**config.mk**
```make
export PLATFORM = sky130hd
export DESIGN_NAME = uart_rx_flat
export DESIGN_NICKNAME = d
export VERILOG_FILES = /design/src/rtl/uart_pkg.sv /design/src/rtl/uart_rx_if.sv /design/src/rtl/uart_sync2.sv /design/src/rtl/uart_rx.sv /design/src/flat_wrapper.sv
export SDC_FILE = /design/constraint.sdc
export NUM_CORES = 1
export LEC_CHECK = 0
export CORE_MARGIN = 2
export CORE_UTILIZATION = 40
export DETAILED_ROUTE_END_ITERATION = 6
export GPL_ROUTABILITY_DRIVEN = 0
export MAX_ROUTING_LAYER = met4
export PLACE_DENSITY_LB_ADDON = 0.08
export SLEW_MARGIN = 20
export SYNTH_ARGS = -nofsm -noshare
export SYNTH_HDL_FRONTEND = slang
export SYNTH_SLANG_ARGS = --single-unit
```
**constraint.sdc**
```tcl
create_clock -name clk_i -period 2.25 [get_ports clk_i]
set_input_delay 0.225 -clock clk_i [delete_from_list [all_inputs] [get_ports clk_i]]
set_output_delay 0.225 -clock clk_i [all_outputs]
set_load 0.05 [all_outputs]
```
**src/rtl/uart_pkg.sv**
```systemverilog
// Shared UART definitions: FSM state encoding (common to TX and RX),
// frame geometry and the parity helper.
package uart_pkg;

    // Frame state encoding, shared by the transmitter and receiver.
    typedef enum logic [2:0] {
        ST_IDLE   = 3'd0,
        ST_START  = 3'd1,
        ST_DATA   = 3'd2,
        ST_PARITY = 3'd3,
        ST_STOP   = 3'd4
    } uart_state_e;

    localparam int DATA_BITS = 8;

    // Expected parity bit for a byte: sel = 1 gives ^data, sel = 0 gives ~^data.
    function automatic logic parity_bit(input logic sel, input logic [7:0] data);
        return sel ? ^data : ~^data;
    endfunction

endpackage

```
**src/rtl/uart_rx_if.sv**
```systemverilog
// Receiver-side bundle: line input, frame configuration, byte output and flags.
//
// Handshake: data_valid_o is a one-cycle strobe with no back-pressure. In the
// cycle it is high, data_o, parity_err_o and frame_err_o carry the new frame;
// they hold that value until the next strobe. The consumer must take the byte
// in that cycle, since there is no ready.
interface uart_rx_if;
    import uart_pkg::*;

    logic        enable_i;
    logic        rx_i;
    logic        parity_en_i;
    logic        parity_sel_i;
    logic        stop_sel_i;
    logic [7:0]  data_o;
    logic        data_valid_o;
    logic        parity_err_o;
    logic        frame_err_o;
    logic        busy_o;
    uart_state_e state_dbg;

    // Receiver side.
    modport slave (
        input  enable_i, rx_i, parity_en_i, parity_sel_i, stop_sel_i,
        output data_o, data_valid_o, parity_err_o, frame_err_o, busy_o, state_dbg
    );

    // Driver / consumer side.
    modport master (
        output enable_i, rx_i, parity_en_i, parity_sel_i, stop_sel_i,
        input  data_o, data_valid_o, parity_err_o, frame_err_o, busy_o, state_dbg
    );

endinterface

```
**src/rtl/uart_sync2.sv**
```systemverilog
// Two-flop synchroniser for a single asynchronous input. The reset value is a
// parameter so idle-high lines do not show a false edge when reset releases.
module uart_sync2 #(
    parameter logic p_reset_val = 1'b1
) (
    input  logic clk_i,
    input  logic rst_i,
    input  logic d_i,
    output logic q_o
);

    logic meta_q;
    logic sync_q;

    // Shift the async input through two flops.
    always_ff @(posedge clk_i) begin
        if (rst_i) begin
            meta_q <= p_reset_val;
            sync_q <= p_reset_val;
        end else begin
            meta_q <= d_i;
            sync_q <= meta_q;
        end
    end

    assign q_o = sync_q;

endmodule

```
**src/rtl/uart_rx.sv**
```systemverilog
// UART receiver: 1 start bit, 8 data bits LSB first, optional parity,
// 1 or 2 stop bits. Samples at mid-bit using a cycle counter restarted on the
// start edge. Each byte is delivered as a one-cycle valid strobe together with
// parity and framing error flags.
module uart_rx
    import uart_pkg::*;
#(
    parameter int p_clk_speed_hz = 50_000_000,
    parameter int p_baud_rate    = 9_600
) (
    input  logic      clk_i,
    input  logic      rst_i,
    uart_rx_if.slave  bus
);

    localparam int BIT_CYCLES  = p_clk_speed_hz / p_baud_rate;
    localparam int HALF_CYCLES = BIT_CYCLES / 2;
    localparam int CNT_W       = $clog2(BIT_CYCLES) + 1;

    localparam logic [CNT_W-1:0] BIT_LAST  = CNT_W'(BIT_CYCLES - 1);
    localparam logic [CNT_W-1:0] HALF_LAST = CNT_W'(HALF_CYCLES - 1);
    localparam logic [2:0]       LAST_BIT  = 3'(DATA_BITS - 1);

    // Synchronised line and its previous value (for edge detection).
    logic rx_s;
    logic rx_prev_q;

    // FSM state.
    uart_state_e state_q;
    uart_state_e state_d;

    // Bit timing and frame progress.
    logic [CNT_W-1:0] cnt_q;
    logic [2:0]       bit_cnt_q;
    logic             stop_cnt_q;
    logic [7:0]       shift_q;

    // Configuration captured at the start edge; held for the whole frame.
    logic par_en_q;
    logic par_sel_q;
    logic stop2_q;

    // Error accumulators for the frame in progress.
    logic perr_q;
    logic ferr_q;

    // Strobes from the FSM to the datapath.
    logic start_det;
    logic capture;
    logic cnt_clr;
    logic data_sample;
    logic parity_sample;
    logic stop_sample;
    logic frame_done;
    logic bit_tick;
    logic half_tick;

    uart_sync2 #(.p_reset_val(1'b1)) u_sync (
        .clk_i (clk_i),
        .rst_i (rst_i),
        .d_i   (bus.rx_i),
        .q_o   (rx_s)
    );

    // A start needs a high-to-low transition while enabled, so a line that is
    // already low (break, or enable raised mid-low) never starts a frame.
    assign start_det = bus.enable_i && rx_prev_q && !rx_s;
    assign bit_tick  = (cnt_q == BIT_LAST);
    assign half_tick = (cnt_q == HALF_LAST);

    // Remember the previous synchronised line level.
    always_ff @(posedge clk_i) begin
        if (rst_i) begin
            rx_prev_q <= 1'b1;
        end else begin
            rx_prev_q <= rx_s;
        end
    end

    // State register.
    always_ff @(posedge clk_i) begin
        if (rst_i) begin
            state_q <= ST_IDLE;
        end else begin
            state_q <= state_d;
        end
    end

    // Next-state logic and datapath strobes.
    always_comb begin
        state_d       = state_q;
        capture       = 1'b0;
        cnt_clr       = 1'b0;
        data_sample   = 1'b0;
        parity_sample = 1'b0;
        stop_sample   = 1'b0;
        frame_done    = 1'b0;
        case (state_q)
            ST_IDLE: begin
                if (start_det) begin
                    capture = 1'b1;
                    cnt_clr = 1'b1;
                    state_d = ST_START;
                end
            end
            ST_START: begin
                // Re-check the line half a bit in; a high level was a glitch.
                if (half_tick) begin
                    cnt_clr = 1'b1;
                    state_d = rx_s ? ST_IDLE : ST_DATA;
                end
            end
            ST_DATA: begin
                if (bit_tick) begin
                    cnt_clr     = 1'b1;
                    data_sample = 1'b1;
                    if (bit_cnt_q == LAST_BIT) begin
                        state_d = par_en_q ? ST_PARITY : ST_STOP;
                    end
                end
            end
            ST_PARITY: begin
                if (bit_tick) begin
                    cnt_clr       = 1'b1;
                    parity_sample = 1'b1;
                    state_d       = ST_STOP;
                end
            end
            ST_STOP: begin
                // Leave at mid-stop-bit so a slightly fast sender's next start
                // edge is not missed.
                if (bit_tick) begin
                    cnt_clr     = 1'b1;
                    stop_sample = 1'b1;
                    if (!stop2_q || stop_cnt_q) begin
                        frame_done = 1'b1;
                        state_d    = ST_IDLE;
                    end
                end
            end
            default: begin
                state_d = ST_IDLE;
            end
        endcase
    end

    // Bit-period counter: runs in every non-idle state, restarted by the FSM.
    always_ff @(posedge clk_i) begin
        if (rst_i) begin
            cnt_q <= '0;
        end else if (cnt_clr) begin
            cnt_q <= '0;
        end else if (state_q != ST_IDLE) begin
            cnt_q <= cnt_q + 1'b1;
        end
    end

    // Frame capture: configuration, data shift, parity and stop checks.
    always_ff @(posedge clk_i) begin
        if (rst_i) begin
            par_en_q   <= 1'b0;
            par_sel_q  <= 1'b0;
            stop2_q    <= 1'b0;
            bit_cnt_q  <= '0;
            stop_cnt_q <= 1'b0;
            shift_q    <= '0;
            perr_q     <= 1'b0;
            ferr_q     <= 1'b0;
        end else if (capture) begin
            par_en_q   <= bus.parity_en_i;
            par_sel_q  <= bus.parity_sel_i;
            stop2_q    <= bus.stop_sel_i;
            bit_cnt_q  <= '0;
            stop_cnt_q <= 1'b0;
            perr_q     <= 1'b0;
            ferr_q     <= 1'b0;
        end else if (data_sample) begin
            shift_q[bit_cnt_q] <= rx_s;
            bit_cnt_q          <= bit_cnt_q + 1'b1;
        end else if (parity_sample) begin
            perr_q <= (rx_s != parity_bit(par_sel_q, shift_q));
        end else if (stop_sample) begin
            stop_cnt_q <= 1'b1;
            if (!rx_s) begin
                ferr_q <= 1'b1;
            end
        end
    end

    // Output registers: updated only when a frame completes.
    always_ff @(posedge clk_i) begin
        if (rst_i) begin
            bus.data_o       <= '0;
            bus.data_valid_o <= 1'b0;
            bus.parity_err_o <= 1'b0;
            bus.frame_err_o  <= 1'b0;
        end else begin
            bus.data_valid_o <= frame_done;
            if (frame_done) begin
                bus.data_o       <= shift_q;
                bus.parity_err_o <= perr_q;
                // The final stop sample is taken in this same cycle.
                bus.frame_err_o  <= ferr_q | !rx_s;
            end
        end
    end

    assign bus.busy_o    = (state_q != ST_IDLE);
    assign bus.state_dbg = state_q;

endmodule

```
**src/flat_wrapper.sv**
```systemverilog
// flat-port wrapper written by rule: the top's interface ports become plain ports
module uart_rx_flat import uart_pkg::*;
#(
    parameter int p_clk_speed_hz = 50_000_000,
    parameter int p_baud_rate    = 9_600
)
  (clk_i, rst_i, bus_enable_i, bus_rx_i, bus_parity_en_i, bus_parity_sel_i, bus_stop_sel_i, bus_data_o, bus_data_valid_o, bus_parity_err_o, bus_frame_err_o, bus_busy_o, bus_state_dbg);
  uart_rx_if bus_i ();
  input  logic clk_i;
  input  logic rst_i;
  input wire logic [$bits(bus_i.enable_i)-1:0] bus_enable_i;
  input wire logic [$bits(bus_i.rx_i)-1:0] bus_rx_i;
  input wire logic [$bits(bus_i.parity_en_i)-1:0] bus_parity_en_i;
  input wire logic [$bits(bus_i.parity_sel_i)-1:0] bus_parity_sel_i;
  input wire logic [$bits(bus_i.stop_sel_i)-1:0] bus_stop_sel_i;
  output wire logic [$bits(bus_i.data_o)-1:0] bus_data_o;
  output wire logic [$bits(bus_i.data_valid_o)-1:0] bus_data_valid_o;
  output wire logic [$bits(bus_i.parity_err_o)-1:0] bus_parity_err_o;
  output wire logic [$bits(bus_i.frame_err_o)-1:0] bus_frame_err_o;
  output wire logic [$bits(bus_i.busy_o)-1:0] bus_busy_o;
  output wire logic [$bits(bus_i.state_dbg)-1:0] bus_state_dbg;
  assign bus_i.enable_i = bus_enable_i;
  assign bus_i.rx_i = bus_rx_i;
  assign bus_i.parity_en_i = bus_parity_en_i;
  assign bus_i.parity_sel_i = bus_parity_sel_i;
  assign bus_i.stop_sel_i = bus_stop_sel_i;
  assign bus_data_o = bus_i.data_o;
  assign bus_data_valid_o = bus_i.data_valid_o;
  assign bus_parity_err_o = bus_i.parity_err_o;
  assign bus_frame_err_o = bus_i.frame_err_o;
  assign bus_busy_o = bus_i.busy_o;
  assign bus_state_dbg = bus_i.state_dbg;
  uart_rx #(.p_clk_speed_hz(p_clk_speed_hz), .p_baud_rate(p_baud_rate)) u_core (.clk_i(clk_i), .rst_i(rst_i), .bus(bus_i));
endmodule
```
==> results of run 1 <==
-- power by group through the flow --
stage | Sequential [mW] | Combinational (mW) | Clock, mW
after floorplan | 0.877 | 0.0339 | 0
after global placement | 0.876 | 0.0626 | 0
after detailed placement | 0.876 | 0.0619 | 0
after CTS | 0.856 | 0.0622 | 0.539
after global routing | 0.857 | 0.0670 | 0.579
final | 0.856 | 0.0612 | 0.520
-- state kept, by name, indices dropped and copies added (netlist names), 3 cells and up --
| register | count |
|---|---|
| u_core.bit_cnt_q | 3 |
| u_core.cnt_q | 14 |
| u_core.bus.state_dbg | 3 |
| u_core.shift_q | 8 |
| u_core.bus.data_o | 8 |
-- kinds of logic (layout without fill, tap and decap cells) --
| logic type | Yosys count | after routing |
|---|---|---|
| DFF | 48 | 48 |
| buffers and inverters | 15 | 40 |
| AOI/OAI and AO/OA | 19 | 19 |
| adders and majority gates | 3 | 3 |
| muxes | 21 | 21 |
| xor gates and xnor gates | 22 | 22 |
| and+or+nand+nor | 121 | 121 |
-- per-layer routing --
| metal | wire (µm) | track usage |
|---|---|---|
| met5 | 0 | - |
| met4 | 62 | 0.05172 |
| met2 | 1872 | 0.2185 |
| met1 | 2513 | 0.2353 |
| met3 | 148 | 0.04412 |
-- final timing paths --
check | to | startpoint | cells after the start | slack [ps]
min reg2reg | u_core.u_sync.q_o | u_core.u_sync.meta_q | 1 | 420
max | bus_state_dbg[1] | u_core.bus.state_dbg[1] | 1 | 340
max reg2reg | u_core.cnt_q[0] | u_core.cnt_q[0] | 6 | 360
min | u_core.u_sync.q_o | u_core.u_sync.meta_q | 1 | 420
-- cell type report --
class,count,area [µm²],area share
multi-input cells,186,1250,0.4690
flip-flops and latches,48,960.9,0.3606
repair buffers,28,260.3,0.09765
well taps,72,90.09,0.03380
clock buffers,6,72.57,0.02723
clock inverters,2,16.27,0.006103
inverters,4,15.01,0.005634
-- placed cells by master, fill, tap and decap left out, types with 8 or more instances in the layout --
cell type / count
dfxtp_1: 48
nor2_1: 45
mux2i_1: 21
clkdlybuf4s50_1: 20
nand2_1: 18
xnor2_1: 14
a21oi_1: 10
buf_4: 8
-- per-stage QoR --
step	power, mW	cells	area (µm²)	worst slack, ps
6_report	1.437	346	2665	338.6
3_5_place_dp	0.9379	338	2576	373.4
2_1_floorplan	0.9107	249	2292	92.88
5_1_grt	1.503	346	2665	110.1
4_1_cts	1.458	346	2665	332.7
3_3_place_gp	0.9386	338	2576	437.1
==> run_results.csv, run 1 <==
group,metric,value,unit
status,status,"finished clean",
placed_design,detailed_place_hpwl,3295,µm
final_layout,fillers,531,
cts,clock-sinks,48,
power_and_ir_drop,swShare,0.2334,
hold_path,hp-class,"reg -> reg",
global_routing,grt_max_degree,18,
power_and_ir_drop,power_frac_clock,0.362,
cts,clk_pin_slew,90,ps
synthesis,ys.warnings.count,0,
synthesis,yosysMostFrequentCell,"dfxtp_1",
synthesis,synth_common_cells,"dfxtp_1, nor2_1, mux2i_1, nand2_1, xnor2_1",
sta,maxSlewHeadroom,0.6595,
final_layout,fin_util,0.4840,
sta,hold_viol,0,
routing,post-route-drc-count,0,
critical_path,slowest_delay,870,ps
power_and_ir_drop,power_switching,335.4,µW
power_and_ir_drop,p_per_area,539.3,nW/µm²
synthesis,yosys.cell_types.count,41,
critical_path,slowest_stage,"clkdlybuf4s50_1",
power_and_ir_drop,power_leakage,0.9784,nW
critical_path,critPathTopFamily,"buffers and inverters",
flow_run,max-cap-violations,0,
synthesis,synth_top_area_cell,"dfxtp_1",
floorplanning,core,5507,µm²
synthesis,synth_nets,259,
final_layout,drive_above_1_share,0.09124,
floorplanning,start_util,0.4163,
power_and_ir_drop,power_frac_comb,0.043,
synthesis,synthFlopType,"dfxtp_1",
sta,slew_viol_final,0,
sta,rsz0062_at_grt,"false",
global_routing,grt_pass1_vias,1538,
sta,worst_slew_pin_slew,509.2,ps
power_and_ir_drop,power_frac_seq,0.596,
synthesis,synth_cells,249,
sta,finalCritPeriodShare,0.8495,
placed_design,portBuffers,21,
routing,avgViaCountPerCell,4.965,
final_layout,nNetsFinal,283,
sta,min_period,1911,ps
floorplanning,die_x,79.70,µm
synthesis,synth-seq-cells,48,
routing,wl_per_cell,13.28,µm
global_routing,overflow,0,
critical_path,path_cells,"clkdlybuf4s50_1",
synthesis,async_flop_share,0,
final_layout,antennaDiodeCount,0,
cts,post_cts_resized,0,
global_routing,antenna_found_initial,0,
global_routing,grt_pass1_wl,7707,µm
synthesis,synth-xor-area-share,0.09007,
synthesis,synth.avg_cell_area,9.206,µm²
critical_path,end_kind,"output port",
routing,dr.first_iter.drc_count,89,
power_and_ir_drop,peakVddDrop,0.0003256,V
critical_path,critical_path_class,"reg -> out",
synthesis,synth_adder_area_share,0.01638,
floorplanning,io_pins,22,
floorplanning,die_y,79.70,µm
synthesis,synth_top_area_frac,0.4192,
synthesis,yosysSeqAreaShare,0.4192,
cts,cts_tree,"done",
cts,ctsLongestPathBuffers,2,
cts,root_buffer,"clkbuf_8",
final_layout,area_growth,16.27,%
sta,report.final.setup_viol,0,
cts,numCtsBuffers,5,
critical_path,critPathLaunchType,"flip-flop",
sta,setup_tns,0,ps
cts,cts_hold_buffers,0,
synthesis,muxShareOfSynthArea,0.09170,
critical_path,required,2030,ps
sta,skew,6.643,ps
synthesis,synth.cell_area,2292,µm²
floorplanning,rows,27,
routing,firstDrtPassIters,4,
critical_path,path_buf_inv,1,
floorplanning,dieArea,6352,µm²
synthesis,synthTopCellsByArea,"dfxtp_1, mux2i_1, nor2_1, xnor2_1, nand2_1",
global_routing,grt_usage,0.1626,
critical_path,cp.arrival,1690,ps
routing,vias,1718,
routing,drt_wl_total,4596,µm
critical_path,cp_max_fo,11,
synthesis,synth_compound_area_frac,0.05186,
power_and_ir_drop,p_int,1.102,mW
synthesis,synth_top_family_by_area,"simple AND/OR/NAND/NOR gates",
cts,h-tree-depth,2,
cts,clkLatencyLatePin,300,ps
sta,max_freq,0.5232,GHz
routing,antenna_left,0,
sta,holdWs,417.3,ps
synthesis,synth-edff-count,0,
synthesis,synth-simple-area-share,0.2953,
cts,cts_setup_buffers,0,
(Power assumes the default switching activity.)
==> inputs of run 2 (changes only) <==
- clock period: 2.25 -> 1.9 ns (I/O delays scaled with it)
==> run 2 against run 1 <==
Effect of this change:
- combinational power increased by 20%
- worst hold slack about the same
- final cell count increased by 1.2%
- register-to-register slack got worse by 260 ps
- clock power increased by 20%
- non-clock buffer count increased by 5
- sequential cell count unchanged
- largest cell class unchanged
==> run_results.csv, run 2 (synthesized netlist as in run 1, its figures left out) <==
group,metric,value,unit
status,status,"finished clean",
floorplanning,io_pins,22,
global_routing,use_met3,0.03394,
critical_path,critPathLaunchType,"flip-flop",
sta,maxSlewHeadroom,0.6681,
critical_path,critical_path_class,"reg -> reg",
power_and_ir_drop,peakVddDrop,0.0004493,V
placed_design,place_inst,341,
critical_path,reg2regPathDepth,7,
sta,holdWs,416.9,ps
sta,finalCritPeriodShare,0.9461,
cts,ctsLongestPathBuffers,2,
global_routing,grt_pass1_vias,1695,
routing,post-route-drc-count,0,
final_layout,drive_above_1_share,0.1475,
power_and_ir_drop,power_leakage,1.044,nW
critical_path,end_kind,"flip-flop",
placed_design,portBuffers,21,
floorplanning,dieArea,6352,µm²
final_layout,top_regs,"u_core.cnt_q: 14 flops, u_core.bus.data_o: 8 flops, u_core.shift_q: 8 flops",
critical_path,cp_max_fo,6,
routing,dr.first_iter.drc_count,84,
sta,skew,7.649,ps
routing,drt_wl_total,4695,µm
critical_path,path_cells,"and4bb_2, nand3_2, nor4_4, buf_4, buf_12, mux2i_2, nor2_1",
critical_path,required,2090,ps
routing,firstDrtPassIters,4,
final_layout,most-common-layout-cells,"nor2_1, dfxtp_1, mux2i_1, nand2_1, clkdlybuf4s50_1",
global_routing,grt_usage,0.1680,
sta,slew_viol_final,0,
cts,clock-sinks,48,
sta,worst_slew_pin_slew,496.3,ps
global_routing,use_met1,0.2439,
floorplanning,die_y,79.70,µm
routing,antenna_left,0,
global_routing,grt_pass1_wl,8093,µm
floorplanning,start_util,0.4163,
placed_design,dpl_cell_area,2625,µm²
floorplanning,rows,27,
routing,avgViaCountPerCell,5.034,
cts,clk_pin_slew,90,ps
final_layout,area_growth,20.85,%
critical_path,critPathTopFamily,"simple AND/OR/NAND/NOR gates",
sta,min_period,1798,ps
final_layout,finalInstanceArea,2770,µm²
critical_path,cp_num_cells,7,
power_and_ir_drop,p_per_area,617.5,nW/µm²
global_routing,gr-usage-met2,0.2286,
final_layout,largest_reg_flops,14,
sta,report.final.setup_viol,0,
cts,cts_tree,"done",
final_layout,nNetsFinal,288,
sta,hold_viol,0,
final_layout,top_register,"u_core.cnt_q",
global_routing,grt_max_degree,29,
sta,setup_tns,0,ps
critical_path,cp.arrival,1990,ps
cts,numCtsBuffers,5,
floorplanning,core,5507,µm²
global_routing,overflow,0,
critical_path,path_buf_inv,2,
sta,max_freq,0.5563,GHz
global_routing,antenna_found_initial,0,
hold_path,whs_path_depth,1,
final_layout,final_common_cell,"nor2_1",
routing,wl_per_cell,13.41,µm
cts,h-tree-depth,2,
critical_path,slowest_stage,"dfxtp_1",
floorplanning,die_x,79.70,µm
placed_design,detailed_place_hpwl,3316,µm
hold_path,hp-class,"reg -> reg",
global_routing,busiest_layer,"met1",
routing,vias,1762,
final_layout,fin_util,0.5031,
cts,clkLatencyLatePin,300,ps
critical_path,slowest_delay,370,ps
final_layout,stdcell_count,350,
final_layout,antennaDiodeCount,0,
flow_run,max-cap-violations,0,
cts,cts_hold_buffers,0,
cts,root_buffer,"clkbuf_8",
-- run 2: final timing paths --
path | startpoint | endpoint | slack [ps]
setup / recovery | u_core.cnt_q[9] | u_core.bus.data_o[4] | 100
hold / removal | u_core.u_sync.meta_q | u_core.u_sync.q_o | 420
setup reg to reg | u_core.cnt_q[9] | u_core.bus.data_o[4] | 100
hold reg to reg | u_core.u_sync.meta_q | u_core.u_sync.q_o | 420
-- run 2: metal layers --
metal  part of all wire  wire length [µm]
met5                  0                 0
met2               0.39              1853
met1               0.55              2567
met3              0.043               200
met4              0.016                74
-- run 2: where the power goes --
part | total [mW] | internal (mW) | switching, mW
Combinational | 0.0733 | 0.0328 | 0.0405
Clock | 0.624 | 0.291 | 0.333
Sequential | 1.01 | 1.01 | 0.00375
-- run 2: through the flow --
step / setup WS (ps) / total power, mW
finish: 102.4 / 1.711
global placement: 164.2 / 1.112
floorplan: 3.511 / 1.079
detailed placement: 122.9 / 1.112
CTS: 5.444 / 1.738
global route: -3.003 / 1.776
-- run 2: repair_timing --
| action | CTS | global route |
|---|---|---|
| resized for setup | 1 | 12 |
| pin swaps | 0 | 2 |
| buffers inserted | 0 | 1 |
| gates cloned | 0 | 1 |
| endpoints found under the setup margin | 1 | 3 |
-- run 2: cell type report --
class / count / area (µm²)
clock inverters: 1 / 8.758
well taps: 72 / 90.09
clock buffers: 6 / 82.58
repair buffers: 33 / 341.6
fillers: 529 / 2736
flip-flops and latches: 48 / 968.4
inverters: 4 / 15.01
multi-input cells: 186 / 1264
